File: config.mk
export PLATFORM = sky130hd
export DESIGN_NAME = mat_job_scheduler_flat
export DESIGN_NICKNAME = d
export VERILOG_FILES = /design/src/rtl/mat_job_if.sv /design/src/rtl/mat_job_scheduler.sv /design/src/flat_wrapper.sv
export SDC_FILE = /design/constraint.sdc
export NUM_CORES = 1
export LEC_CHECK = 0
export CELL_PAD_IN_SITES_DETAIL_PLACEMENT = 0
export CELL_PAD_IN_SITES_GLOBAL_PLACEMENT = 1
export CORE_MARGIN = 2
export CORE_UTILIZATION = 26
export CTS_CLUSTER_SIZE = 40
export DETAILED_ROUTE_END_ITERATION = 10
export PLACE_DENSITY = 0.89
export SYNTH_ARGS = -nofsm -noshare
export SYNTH_HDL_FRONTEND = slang
export SYNTH_SLANG_ARGS = --single-unit
File: constraint.sdc
create_clock -name clk -period 4.7 [get_ports clk]
set_input_delay 0.47 -clock clk [delete_from_list [all_inputs] [get_ports clk]]
set_output_delay 0.47 -clock clk [all_outputs]
set_load 0.01 [all_outputs]
File: src/rtl/mat_job_if.sv
// Requester, datapath and response signals of the matrix job scheduler.
// The scheduler takes the slave side; the requester/datapath environment takes the master side.
interface mat_job_if #(
  parameter int WIDTH = 8,
  parameter int RES_W = 64,
  parameter int CNT_W = 16
);
  logic [1:0]             req_valid;
  logic [2*4*WIDTH-1:0]   req_a;
  logic [2*4*WIDTH-1:0]   req_b;
  logic [1:0]             req_ready;
  logic [4*WIDTH-1:0]     mat_a;
  logic [4*WIDTH-1:0]     mat_b;
  logic [RES_W-1:0]       mat_res;
  logic                   rsp_valid;
  logic                   rsp_ready;
  logic                   rsp_id;
  logic [RES_W-1:0]       rsp_data;
  logic                   busy;
  logic [CNT_W-1:0]       jobs_done;

  modport slave (
    input  req_valid, req_a, req_b, mat_res, rsp_ready,
    output req_ready, mat_a, mat_b, rsp_valid, rsp_id, rsp_data, busy, jobs_done
  );
  modport master (
    output req_valid, req_a, req_b, mat_res, rsp_ready,
    input  req_ready, mat_a, mat_b, rsp_valid, rsp_id, rsp_data, busy, jobs_done
  );
endinterface

File: src/rtl/mat_job_scheduler.sv
// Round-robin scheduler sharing one fixed-latency 2x2 matrix datapath between two requesters.
// One job in flight: accept, wait LAT cycles, hold the tagged result until the consumer takes it.
module mat_job_scheduler #(
  parameter int WIDTH = 8,
  parameter int RES_W = 64,
  parameter int LAT   = 2,
  parameter int CNT_W = 16
) (
  input  logic     clk,
  input  logic     reset,
  mat_job_if.slave bus
);
  localparam int OPW = 4*WIDTH;
  localparam int LCW = ($clog2(LAT) > 0) ? $clog2(LAT) : 1;

  typedef enum logic [1:0] {IDLE, WAIT, RESP} state_t;
  typedef struct packed {
    logic             id;
    logic [RES_W-1:0] data;
  } rsp_t;

  state_t              state;
  logic                ptr;
  logic [LCW-1:0]      cnt;
  rsp_t                rsp;
  logic                rsp_valid;
  logic [OPW-1:0]      mat_a, mat_b;
  logic [CNT_W-1:0]    jobs_done;
  logic [1:0][OPW-1:0] ops_a, ops_b;
  logic                grant, grant_vld;

  assign ops_a = bus.req_a;
  assign ops_b = bus.req_b;

  // The pointer only breaks ties; a lone requester always wins.
  always_comb begin
    grant_vld = |bus.req_valid;
    case (bus.req_valid)
      2'b01:   grant = 1'b0;
      2'b10:   grant = 1'b1;
      2'b11:   grant = ptr;
      default: grant = 1'b0;
    endcase
  end

  assign bus.req_ready = (state == IDLE && grant_vld) ? (2'b01 << grant) : 2'b00;
  assign bus.busy      = (state != IDLE);
  assign bus.mat_a     = mat_a;
  assign bus.mat_b     = mat_b;
  assign bus.rsp_valid = rsp_valid;
  assign bus.rsp_id    = rsp.id;
  assign bus.rsp_data  = rsp.data;
  assign bus.jobs_done = jobs_done;

  always_ff @(posedge clk or posedge reset) begin
    if (reset) begin
      state     <= IDLE;
      ptr       <= 1'b0;
      cnt       <= '0;
      rsp       <= '0;
      rsp_valid <= 1'b0;
      mat_a     <= '0;
      mat_b     <= '0;
      jobs_done <= '0;
    end else begin
      case (state)
        IDLE: if (grant_vld) begin
          mat_a  <= ops_a[grant];
          mat_b  <= ops_b[grant];
          rsp.id <= grant;
          ptr    <= ~grant;
          cnt    <= LCW'(LAT-1);
          state  <= WAIT;
        end
        // Operands settle into the datapath on the accept edge; sample LAT edges later.
        WAIT: if (cnt == '0) begin
          rsp.data  <= bus.mat_res;
          rsp_valid <= 1'b1;
          state     <= RESP;
        end else begin
          cnt <= cnt - 1'b1;
        end
        RESP: if (bus.rsp_ready) begin
          rsp_valid <= 1'b0;
          jobs_done <= jobs_done + 1'b1;
          state     <= IDLE;
        end
        default: state <= IDLE;
      endcase
    end
  end
endmodule

File: src/flat_wrapper.sv
// flat-port wrapper written by rule: the top's interface ports become plain ports
module mat_job_scheduler_flat 
#(
  parameter int WIDTH = 8,
  parameter int RES_W = 64,
  parameter int LAT   = 2,
  parameter int CNT_W = 16
)
  (clk, reset, bus_req_valid, bus_req_a, bus_req_b, bus_mat_res, bus_rsp_ready, bus_req_ready, bus_mat_a, bus_mat_b, bus_rsp_valid, bus_rsp_id, bus_rsp_data, bus_busy, bus_jobs_done);
  mat_job_if #(.WIDTH(WIDTH), .RES_W(RES_W), .CNT_W(CNT_W)) bus_i ();
  input  logic clk;
  input  logic reset;
  input wire logic [$bits(bus_i.req_valid)-1:0] bus_req_valid;
  input wire logic [$bits(bus_i.req_a)-1:0] bus_req_a;
  input wire logic [$bits(bus_i.req_b)-1:0] bus_req_b;
  input wire logic [$bits(bus_i.mat_res)-1:0] bus_mat_res;
  input wire logic [$bits(bus_i.rsp_ready)-1:0] bus_rsp_ready;
  output wire logic [$bits(bus_i.req_ready)-1:0] bus_req_ready;
  output wire logic [$bits(bus_i.mat_a)-1:0] bus_mat_a;
  output wire logic [$bits(bus_i.mat_b)-1:0] bus_mat_b;
  output wire logic [$bits(bus_i.rsp_valid)-1:0] bus_rsp_valid;
  output wire logic [$bits(bus_i.rsp_id)-1:0] bus_rsp_id;
  output wire logic [$bits(bus_i.rsp_data)-1:0] bus_rsp_data;
  output wire logic [$bits(bus_i.busy)-1:0] bus_busy;
  output wire logic [$bits(bus_i.jobs_done)-1:0] bus_jobs_done;
  assign bus_i.req_valid = bus_req_valid;
  assign bus_i.req_a = bus_req_a;
  assign bus_i.req_b = bus_req_b;
  assign bus_i.mat_res = bus_mat_res;
  assign bus_i.rsp_ready = bus_rsp_ready;
  assign bus_req_ready = bus_i.req_ready;
  assign bus_mat_a = bus_i.mat_a;
  assign bus_mat_b = bus_i.mat_b;
  assign bus_rsp_valid = bus_i.rsp_valid;
  assign bus_rsp_id = bus_i.rsp_id;
  assign bus_rsp_data = bus_i.rsp_data;
  assign bus_busy = bus_i.busy;
  assign bus_jobs_done = bus_i.jobs_done;
  mat_job_scheduler #(.WIDTH(WIDTH), .RES_W(RES_W), .LAT(LAT), .CNT_W(CNT_W)) u_core (.clk(clk), .reset(reset), .bus(bus_i));
endmodule
# [After elaboration in Yosys (flattened, before gate mapping)]
# Index checks and enable logic that the tools add are counted.
[op_classes] n_addsub=2 magnitude_cmp=1 n_eq_ne=7 n_shift=1 mux=16 bitwise=2 reduce_logical=12
[op_table] cell="32-bit two-way mux" n=4
[op_table] cell="16-bit by 1-bit adder with 16-bit output, second input constant" n=1
[op_table] cell="2-bit two-way mux" n=4
[op_table] cell="2-bit AND reduction" n=4
[op_table] cell="2-bit equality test, second input constant" n=3
[op_table] cell="1-bit case mux with 2 select lines" n=3
[op_table] cell="2-bit case mux with 3 select lines" n=1
[op_table] cell="3-bit AND reduction" n=2
[op_table] cell="2-bit nonzero test" n=3
[op_table] cell="1-bit two-way mux" n=4
[op_table] cell="2-bit != test, second input constant" n=2
[op_table] cell="2-bit by 1-bit equality test with 1-bit output, second input constant" n=1
[op_table] cell="2-bit zero test" n=1
[op_table] cell="1-bit by 2-bit < comparator with 1-bit output, second input constant" n=1
[op_table] cell="2-bit by 1-bit != test with 1-bit output, second input constant" n=1
[op_table] cell="1-bit NOT" n=2
[op_table] cell="2-bit OR reduction" n=1
[op_table] cell="1-bit by 1-bit << shifter with 2-bit output, first input constant" n=1
[op_table] cell="1-bit logical AND" n=1
[op_table] cell="1-bit subtractor, second input constant" n=1
[word_totals] reg_bits=150 inputBits=197 output_inout_bits=149

# [Longest topological paths before layout]
[logic_depth] ltp_word=4 mapped_depth=7 mapped_depth_nobuf=5

# [Worst setup path after synthesis]
# Ideal clock, no wire load.
[synth_path] path_type="reg-to-output" from="reg u_core.state[1]" to="out bus_req_ready[0]" arrival_ns=1.119 required_ns=4.230 setup_slack_ns=3.111 path_stages_with_launch=5 n_path_buf=2 path_cell_list="dfrtp_1 -> buf_6 -> nor2_4 -> and3_4 -> clkbuf_1"
[synth_between] elab_chain_len=3
[synth_lines] element="start: declaration" line_no="mat_job_scheduler.sv:22" text="state_t state;"
[synth_lines] element="start signal: assignment" line_no="mat_job_scheduler.sv:57" text="state <= IDLE;"
[synth_lines] element="start signal: assignment" line_no="mat_job_scheduler.sv:73" text="state <= WAIT;"
[synth_lines] element="start signal: assignment" line_no="mat_job_scheduler.sv:79" text="state <= RESP;"
[synth_lines] element="2-bit zero test" line_no="mat_job_scheduler.sv:46" text="assign bus.req_ready = (state == IDLE && grant_vld) ? (2'b01 << grant) : 2'b00;"
[synth_lines] element="1-bit logical AND" line_no="mat_job_scheduler.sv:46"
[synth_lines] element="2-bit two-way mux" line_no="mat_job_scheduler.sv:46"
[synth_lines] element="end: declaration" line_no="flat_wrapper.sv:18" text="output wire logic [$bits(bus_i.req_ready)-1:0] bus_req_ready;"
# No other way between the ends.

# [Worst setup path in the final report]
[layout_path] from="reg u_core.state[1]" to="out bus_req_ready[1]"
# Same word-level chain as after synthesis.

==> run_results.csv <==
group,metric,value,unit
floorplanning,rows,55,
timing,finalCritPeriodShare,65.5,%
timing,fin_crit,3.08,ns
clocking,cts_sinks,150,
job,drv_cap,0,
global_route,grt_pass1_wl,28100,µm
synth,yosysSeqAreaShare,62.1,%
setup_path,cp-start-kind,"flop",
clocking,path_clk_slew,0.06,ns
synth,ys_ff_latch,150,
clocking,clock_latency,0.41,ns
synth,syn-instance-count,438,
synth,syn_area_per_cell,13.8,µm²
place,gp_congestion,0.745,
routing,drt-pass1-iter-count,9,
timing,slew_headroom,31.4,%
timing,timing.hold.ws,0.470,ns
floorplanning,pin_count,346,
setup_path,worst_path_max_delay_cell,"and3_4",
final_layout,synthToLayoutAreaGrowth,70.1,%
synth,syn-num-nets,636,
routing,drc,0,
final_layout,drive_gt1_share,5.58,%
global_route,antenna_found_initial,1,
floorplanning,core,22700,µm²
clocking,cts_tree,"built",
routing,ant_nets,0,
power_and_ir_drop,p_leak,0.00451,µW
timing,skew,0.0112,ns
timing,setup_viol,0,
final_layout,nNetsFinal,975,
setup_path,slowest_delay,0.69,ns
synth,yosysTopAreaCell,"dfrtp_1",
worst_hold_path,hold_depth,1,
floorplanning,die_w,157,µm
clocking,cts-root-buf,"clkbuf_16",
synth,yosys-top-cells-area,"dfrtp_1, mux2_1, a222oi_1",
routing,vias,4986,
setup_path,rr_worst_depth,3,
place,io_buffer_count,345,
setup_path,crit_arrival,2.61,ns
global_route,grt_max_degree,82,
global_route,overflow,0,
floorplanning,start_util,26.6,%
setup_path,crit_required,4.23,ns
timing,worstMarginPinSlew,1.02,ns
synth,synthDistinctLibCells,30,
global_route,first_global_vias,5127,
timing,drv_slew,0,
synth,netlist.area_leader.share,62.1,%
worst_hold_path,holdCritPathClass,"flop to flop",
place,dpl.hpwl,13800,µm
clocking,ctsHoldBuffers,0,
clocking,htreeDepth,4,
power_and_ir_drop,p_per_area,634,nW/µm²
synth,netlist_area,6050,µm²
run_status,status,"completed",
routing,wirelength,18600,µm
power_and_ir_drop,ir_worst_vdd,0.000269,V
setup_path,crit_type,"flop to output pin",
synth,ys.warnings.count,0,
timing,hold_viol_final,0,
floorplanning,fp.dieH,157,µm
setup_path,critical_path.max_fanout,66,
timing,max_freq,0.325,GHz
clocking,cts_buffers,17,
global_route,grtUsageTotal,15.0,%
routing,drtIter0Drc,420,
clocking,clockBufferDepth,2,
timing,rsz0062_at_grt,"no",
setup_path,cp-end-kind,"output pin",
clocking,post-cts-setup-buffer-count,0,
routing,via_per_inst,4.64,
timing,final.setup.tns,0,ns
floorplanning,dieArea,24500,µm²
clocking,cts_resized,0,
routing,wl_per_cell,17.3,µm
setup_path,crit_chain,"nor2_4, and3_4, clkdlybuf4s50_1",
-- synth_stat cells, drive strengths merged --
| cell | number |
|---|---|
| xor2 | 5 |
| buf | 24 |
| dfrtp | 150 |
| o21ai | 2 |
| nor4 | 2 |
| xnor2 | 10 |
| nor3 | 5 |
| nand4 | 4 |
| inv | 68 |
| nand3 | 3 |
| nand4b | 1 |
| nor2 | 8 |
| a21o | 3 |
| o22ai | 1 |
| nand2 | 11 |
| clkbuf | 5 |
| mux2 | 65 |
| and3 | 4 |
| a222oi | 64 |
| ha | 1 |
| nor2b | 1 |
| nand2b | 1 |
-- per-layer routing --
metal  global-route usage, %  up-vias  share of wire (%)
met2                    26.8      279                 51
met4                    4.37        0                1.1
li1                        -     2283                  -
met1                    16.6     2411                 38
met5                       0        -                  0
met3                    5.65       13                9.9
-- final cells by class --
class	instances	area, µm²
tap	285	357
timing repair buffer	349	3500
sequential	150	3750
clock buffer	19	443
fill	2096	12400
multi-input combinational	191	1810
clock inverter	12	166
antenna	1	2.50
inverter	68	260
-- worst max-delay path, delay by kind of cell, from the launching register on --
family / cells / cell delay, ns
flip-flops: 1 / 0.54
AND/OR/NAND/NOR: 2 / 0.92
buffers and inverters: 1 / 0.68
-- report_power, final --
group	switching, µW	internal [µW]	total [µW]
clock	556	857	1410
combinational	1190	1680	2870
sequential	347	1890	2230
-- flip-flops by register name, summed over array words and instances (netlist names) --
name	count
u_core.bus.mat_b	32
u_core.state	2
u_core.ptr	1
u_core.bus.mat_a	32
u_core.bus.rsp_valid	1
u_core.bus.rsp_id	1
u_core.bus.jobs_done	16
u_core.cnt	1
u_core.bus.rsp_data	64
-- through the flow --
| step | instance area, µm² | util (%) | std cells | worst slack (ns) | power [µW] |
|---|---|---|---|---|---|
| after global routing | 10300 | 45.3 | 1075 | 1.51 | 6920 |
| after floorplan | 6050 | - | 438 | 0.194 | 3610 |
| after global placement | 9680 | 42.6 | 1043 | 1.75 | 5110 |
| final | 10300 | 45.3 | 1075 | 1.62 | 6520 |
| after detailed placement | 9680 | 42.6 | 1043 | 1.72 | 5180 |
| after CTS | 10300 | 45.3 | 1074 | 1.59 | 6640 |
-- cell families after synthesis --
kind of cell / count (synthesis) / share of synthesized area (%)
flops: 150 / 62.1
buf+inv: 97 / 8.21
simple gates: 40 / 3.93
mux: 65 / 12.1
xor+xnor: 15 / 2.17
compound gates: 70 / 11.3
fa+ha+maj: 1 / 0.207
-- cells in the final DEF, fill, tap and decap left out --
master             n
ha_1               1
nor2_1             7
xor2_1             5
diode_2            1
inv_2              1
inv_6              5
inv_1             66
and3_1             2
nand2b_1           1
o22ai_1            1
o21ai_4            1
bufinv_16          3
mux2_1            64
o21ai_0            1
clkbuf_8           1
nand3_1            3
dfrtp_1          150
nand4_1            4
nor2_4             1
nor4_1             2
clkinvlp_4         2
nor2b_1            1
xnor2_1           10
mux2_2             1
clkbuf_16         17
clkdlybuf4s50_1  345
a21o_1             3
nor3_4             1
buf_4              3
clkinv_4           3
nor3_2             1
nand2_1           11
nand4b_4           1
clkbuf_1           1
nor3_1             3
and3_4             2
buf_12             1
a222oi_1          64
-- worst paths after layout --
check / from / end / slack, ns
worst max-delay path: u_core.state[1] / bus_req_ready[1] / 1.62
worst min-delay path: u_core.bus.jobs_done[15] / u_core.bus.jobs_done[15] / 0.47
worst max register to register: u_core.state[1] / u_core.bus.rsp_data[19] / 2.39
worst min register to register: u_core.bus.jobs_done[15] / u_core.bus.jobs_done[15] / 0.47
max in group asynchronous: reset / u_core.bus.rsp_data[60] / 3.06
min in group asynchronous: reset / u_core.bus.mat_b[23] / 0.57
Note: power is estimated with default switching activity, not from simulation.
